`config.mk`:
```
export PLATFORM = sky130hd
export DESIGN_NAME = wave_result_filter
export DESIGN_NICKNAME = d
export VERILOG_FILES = /design/src/rtl/wave_result_filter.sv
export SDC_FILE = /design/constraint.sdc
export NUM_CORES = 1
export LEC_CHECK = 0
export CAP_MARGIN = 30
export CORE_UTILIZATION = 34
export DETAILED_ROUTE_END_ITERATION = 8
export PLACE_DENSITY_LB_ADDON = 0.08
export SKIP_LAST_GASP = 1
export SLEW_MARGIN = 15
export SYNTH_ARGS = -nofsm -noshare
export SYNTH_HDL_FRONTEND = slang
export SYNTH_SLANG_ARGS = --single-unit
export TNS_END_PERCENT = 1
```
`constraint.sdc`:
```
create_clock -name clk -period 5.95 [get_ports clk]
set_input_delay 0.8925 -clock clk [delete_from_list [all_inputs] [get_ports clk]]
set_output_delay 0.8925 -clock clk [all_outputs]
set_load 0.005 [all_outputs]
```
`src/rtl/wave_result_filter.sv`:
```
// wave_result_filter: collects VOTE_DEPTH waveform measurements per window and
// publishes the mean Vpp, the peak papr and a voted waveform class through a
// valid/ready result register with a sticky overrun flag.
// Optional feature: define WAVE_HYST_EN to require two consecutive windows of
// a new class before the published wave_type changes.
module wave_result_filter #(
   parameter int N               = 8,
   parameter int VOTE_DEPTH      = 8,
   parameter int LOG2_VOTE_DEPTH = 3,
   parameter int MIN_VPP         = 16,
   parameter int SQ_PAPR_MAX     = 6
) (
   input  logic         clk,
   input  logic         rst_n,
   input  logic         meas_valid,
   input  logic [N-1:0] vpp_in,
   input  logic [7:0]   papr_in,
   input  logic         is_sine_in,
   input  logic         res_ready,
   output logic         res_valid,
   output logic [1:0]   wave_type,
   output logic [N-1:0] vpp_avg,
   output logic [7:0]   papr_max,
   output logic         overrun
);

   localparam int SW = N + LOG2_VOTE_DEPTH;
   localparam int CW = LOG2_VOTE_DEPTH + 1;

   typedef enum logic {S_ACC, S_CALC} state_t;

   state_t          state_q;
   logic [SW-1:0]   sum_q;
   logic [CW-1:0]   votes_q;
   logic [CW-1:0]   cnt_q;
   logic [7:0]      pmax_q;
   logic            res_valid_q;
   logic [1:0]      wave_type_q;
   logic [N-1:0]    vpp_avg_q;
   logic [7:0]      papr_max_q;
   logic            overrun_q;
`ifdef WAVE_HYST_EN
   logic [1:0]      hist_q;
`endif

   logic [N-1:0]    avg_d;
   logic [1:0]      class_d;
   logic [1:0]      pub_d;

   // Window mean, class vote, and the class actually published this window
   always_comb begin
      avg_d   = sum_q[SW-1 -: N];
      class_d = 2'd3;
      if (avg_d < N'(MIN_VPP))
         class_d = 2'd0;
      else if (votes_q > CW'(VOTE_DEPTH / 2))
         class_d = 2'd1;
      else if (pmax_q <= 8'(SQ_PAPR_MAX))
         class_d = 2'd2;
      pub_d = class_d;
`ifdef WAVE_HYST_EN
      if ((class_d != wave_type_q) && (hist_q != class_d))
         pub_d = wave_type_q;
`endif
   end

   // Accumulate/calculate FSM with registered result and handshake
   always_ff @(posedge clk) begin
      if (!rst_n) begin
         state_q     <= S_ACC;
         sum_q       <= '0;
         votes_q     <= '0;
         cnt_q       <= '0;
         pmax_q      <= '0;
         res_valid_q <= 1'b0;
         wave_type_q <= '0;
         vpp_avg_q   <= '0;
         papr_max_q  <= '0;
         overrun_q   <= 1'b0;
`ifdef WAVE_HYST_EN
         hist_q      <= '0;
`endif
      end else begin
         case (state_q)
            S_ACC: begin
               if (meas_valid) begin
                  sum_q   <= sum_q + SW'(vpp_in);
                  votes_q <= votes_q + CW'(is_sine_in);
                  cnt_q   <= cnt_q + CW'(1);
                  if (papr_in > pmax_q)
                     pmax_q <= papr_in;
                  if (cnt_q == CW'(VOTE_DEPTH - 1))
                     state_q <= S_CALC;
               end
               if (res_valid_q && res_ready) begin
                  res_valid_q <= 1'b0;
                  overrun_q   <= 1'b0;
               end
            end
            S_CALC: begin
               state_q <= S_ACC;
               // A strobe landing here seeds the next window instead of being lost
               if (meas_valid) begin
                  sum_q   <= SW'(vpp_in);
                  votes_q <= CW'(is_sine_in);
                  cnt_q   <= CW'(1);
                  pmax_q  <= papr_in;
               end else begin
                  sum_q   <= '0;
                  votes_q <= '0;
                  cnt_q   <= '0;
                  pmax_q  <= '0;
               end
               vpp_avg_q   <= avg_d;
               papr_max_q  <= pmax_q;
               wave_type_q <= pub_d;
`ifdef WAVE_HYST_EN
               hist_q      <= class_d;
`endif
               res_valid_q <= 1'b1;
               // Loading over an accepted result keeps overrun as it was
               if (res_valid_q && !res_ready)
                  overrun_q <= 1'b1;
            end
            default: state_q <= S_ACC;
         endcase
      end
   end

   assign res_valid = res_valid_q;
   assign wave_type = wave_type_q;
   assign vpp_avg   = vpp_avg_q;
   assign papr_max  = papr_max_q;
   assign overrun   = overrun_q;

endmodule

```
==> metrics.md <==
| Metric | Value |
|---|---|
| Vias/cell | `4.96` |
| CTS root buf | `clkbuf_8` |
| Family with the most delay on the worst path | `compound AO/OA/AOI/OAI gates` |
| Reg2Reg Setup Slack | `3.76 ns` |
| Initial antenna violation count | `0` |
| H-Tree Depth | `2` |
| Syn avg cell area | `9.07 sq um` |
| Max Fclk | `340 MHz` |
| TritonCTS Buffers | `5` |
| DP Wirelength | `3800 um` |
| Hold crit path type | `reg -> reg` |
| R2r startpoint | `sum_q[0]` |
| All-Layer GR Usage | `approximately 15%` |
| Synth unique cells | `55` |
| Max-cap violation count | `0` |
| Largest net degree at the start of global routing | `between 40 and 50` |
| Lkg Pwr | `~1.2 nW` |
| EDFF count, synth | `0` |
| Total gr overflow | `0` |
| Final worst slack | `3.00 ns` |
| Clock Latency Late Sink | `0.30 ns` |
| Final WL | `5540 um` |
| VDD IR max | `0.103 mV` |
| Slowest CP cell | `clkdlybuf4s50_1` |
| Clock Sinks | `48` |
| Worst Reg-to-Reg Cells | `8` |
| Port bufs | `40` |
| Post-Syn Area | `0.00251 sq mm` |
| Initial drt markers | `89` |
| RSZ-0062 raised after global routing | `no` |
| FF+latch count, synth | `between 40 and 50` |
| Synth Instances | `277` |
| Hold path start | `cnt_q[3]` |
| Critical Path Most Common Cell | `a211oi_1` |
| Final net count | `around 360` |
| Worst path depth | `9` |
| Hold Crit Depth | `1` |
| Worst Setup End Kind | `register` |
| Mapped Nets | `318` |
| CP Cell Sequence | `clkdlybuf4s50_1 -> ha_1 -> inv_1 -> fa_1 -> nand2b_1 -> a211oi_1 -> a211oi_1 -> mux2_1 -> a21oi_1` |
| Die X | `88.0 um` |
| Relative slew slack | `53.3%` |
| Vias | `2039` |
| Core ar. | `0.00698 sq mm` |
| I/O Pins | `41` |
| Chip Height | `just under 90 um` |
| Final Setup Violations | `0` |
| Vias in the first global route | `1932` |
| Setup TNS | `0 ns` |
| Final Wtd Congestion | `0.773` |
| Starting density of the core | `36.0%` |
| Slew @ Worst Pin | `0.697 ns` |
| Fin. Hold Viols | `0` |
| Sequential area share after synthesis | `around two fifths` |
| Worst Hold End | `state_q` |
| Asr flop ratio synth | `0%` |
| Min Tclk post-route | `around 2.9 ns` |
| WP data arrival | `3.18 ns` |
| CP peak stage delay | `0.48 ns` |
| Drc violations | `0` |
| Area grow syn2layout | `23.9%` |
| Critical path startpoint category | `input port` |
| Hold_buf cts | `0` |
| # diodes | `0` |
| Die area | `~0.0077 sq mm` |
| Drt wl/cell | `13.5 um` |
| CP max FO | `3` |
| CTS tree | `done` |
| Final Max Tran Viols | `0` |
| Clock Skew | `about 0.0071 ns` |
| Filler cells | `between 700 and 800` |
| First-pass GRT wire length | `8960 um` |
| Antenna-violating nets left | `0` |
| Layout cells sized above 1 | `6.35%` |
| Yosys warns | `0` |
| Clock Path Buffers | `2` |
| Place WS | `2.73 ns` |
| Crit Path Class | `in -> reg` |
| # rows | `30` |
| Worst path buffer plus inverter count | `2` |
| Clk slew on worst S/H paths | `0.08 ns` |
| TritonRoute pass-1 iters | `4` |
| Post-cts gate resize count | `0` |
| Worst EP required | `6.18 ns` |
| Post-CTS Setup Bufs | `0` |
| Synth Flop Type | `dfxtp_1` |
| Fin crit share | `between 40% and 50%` |
| Critical R2R Capture | `sum_q[6]` |
| Power density cells | `239 mW/mm^2` |
| Final Util | `about 45%` |
| Outcome | `completed` |
==> synth_stat cells (all sizes together), types with 2 or more instances <==
cell type	number	area share (%)
inv	14	2.1
a31oi	5	1.2
o32ai	8	2.8
nand2	21	3.1
a211oi	6	2.0
nand4	5	1.5
a22o	2	0.70
nor2b	3	0.75
and2	3	0.80
or3	2	0.50
nor3b	2	0.60
nor2	42	6.3
o21ai	7	1.4
dfxtp	48	38
a21oi	11	2.2
a221oi	2	0.70
buf	4	0.75
nand3	3	0.60
clkbuf	8	2.0
and3	2	0.50
ha	19	9.5
mux2i	20	8.0
a21boi	2	0.75
o211ai	2	0.60
xor2	10	3.5
o21a	2	0.65
nand2b	3	0.75
nor4	3	0.75
==> cells by family after synthesis <==
logic type / count (synthesis) / synth area share (%)
and+or+nand+nor: 92 / 17.1
AOI/OAI and AO/OA: 57 / 16.7
DFF: 48 / 38.2
buffers and inverters: 28 / 5.47
muxes: 21 / 8.41
adders and majority gates: 20 / 10.3
xor gates and xnor gates: 11 / 3.83
==> how the worst max path moves through the flow <==
stage | from | endpoint | slack, ns
floorplan | vpp_in[0] | sum_q[6] | 3.43
global placement | vpp_in[0] | sum_q[6] | 2.73
detailed placement | vpp_in[0] | sum_q[6] | 2.73
CTS | vpp_in[0] | sum_q[6] | 3.03
global route | vpp_in[0] | sum_q[6] | 2.89
finish | vpp_in[0] | sum_q[6] | 3.00
==> per-layer routing <==
metal	routed length (um)	vias up	GRT usage (%)
met5	0	-	0
li1	-	1066	-
met2	2520	27	24.8
met1	2770	940	19.0
met4	74	0	5.37
met3	173	6	3.30
==> final cells by class <==
| cell class | instances | area (sq um) | area share (%) |
|---|---|---|---|
| Clock inverter | 1 | 30.0 | 0.964 |
| Clock buffer | 7 | 96.3 | 3.09 |
| Sequential cell | 48 | 962 | 30.9 |
| Inverter | 15 | 56.3 | 1.81 |
| Timing Repair Buffer | 43 | 435 | 14.0 |
| Tap cell | 96 | 120 | 3.86 |
| Multi-Input combinational cell | 201 | 1420 | 45.4 |
==> sequential cells by signal (all words and copies together), names as in the netlist <==
name	cells
cnt_q	4
pmax_q	8
sum_q	11
papr_max	8
votes_q	4
state_q	1
wave_type	2
res_valid	1
vpp_avg	8
overrun	1
==> worst register-to-register path, stage by stage, from the launching register on <==
cell and delay (ns):
dfxtp_1 0.33, ha_1 0.19, inv_1 0.06, fa_1 0.39, nand2b_1 0.18, a211oi_1 0.41
a211oi_1 0.11, mux2_1 0.33, a21oi_1 0.11
==> metrics by stage <==
stage	instances	hold slack (ns)	total power [mW]	area, sq um
2_1_floorplan	277	0.421	0.450	2510
3_3_place_gp	402	0.437	0.491	2970
3_5_place_dp	402	0.438	0.491	2970
4_1_cts	410	0.454	0.754	3100
6_report	411	0.448	0.743	3120
5_1_grt	411	0.480	0.785	3120
==> report_power, final <==
part	total [mW]	internal (mW)	switching (mW)
clock network	0.259	0.148	0.111
registers	0.347	0.335	0.0117
logic	0.137	0.0625	0.0747
==> cell usage in the layout, fill, tap and decap left out, types with 4 or more instances in the layout <==
cell type / netlist / routed
a21oi_1: 11 / 11
nor2_1: 42 / 42
ha_1: 19 / 19
a31oi_1: 5 / 5
mux2i_1: 20 / 20
dfxtp_1: 48 / 47
nand4_1: 4 / 4
nand2_1: 21 / 21
clkbuf_8: 2 / 7
xor2_1: 10 / 10
inv_1: 13 / 13
o21ai_0: 4 / 4
o32ai_1: 8 / 8
clkdlybuf4s50_1: 0 / 40
a211oi_1: 5 / 5
No activity file was read; power rests on OpenSTA's default activity.
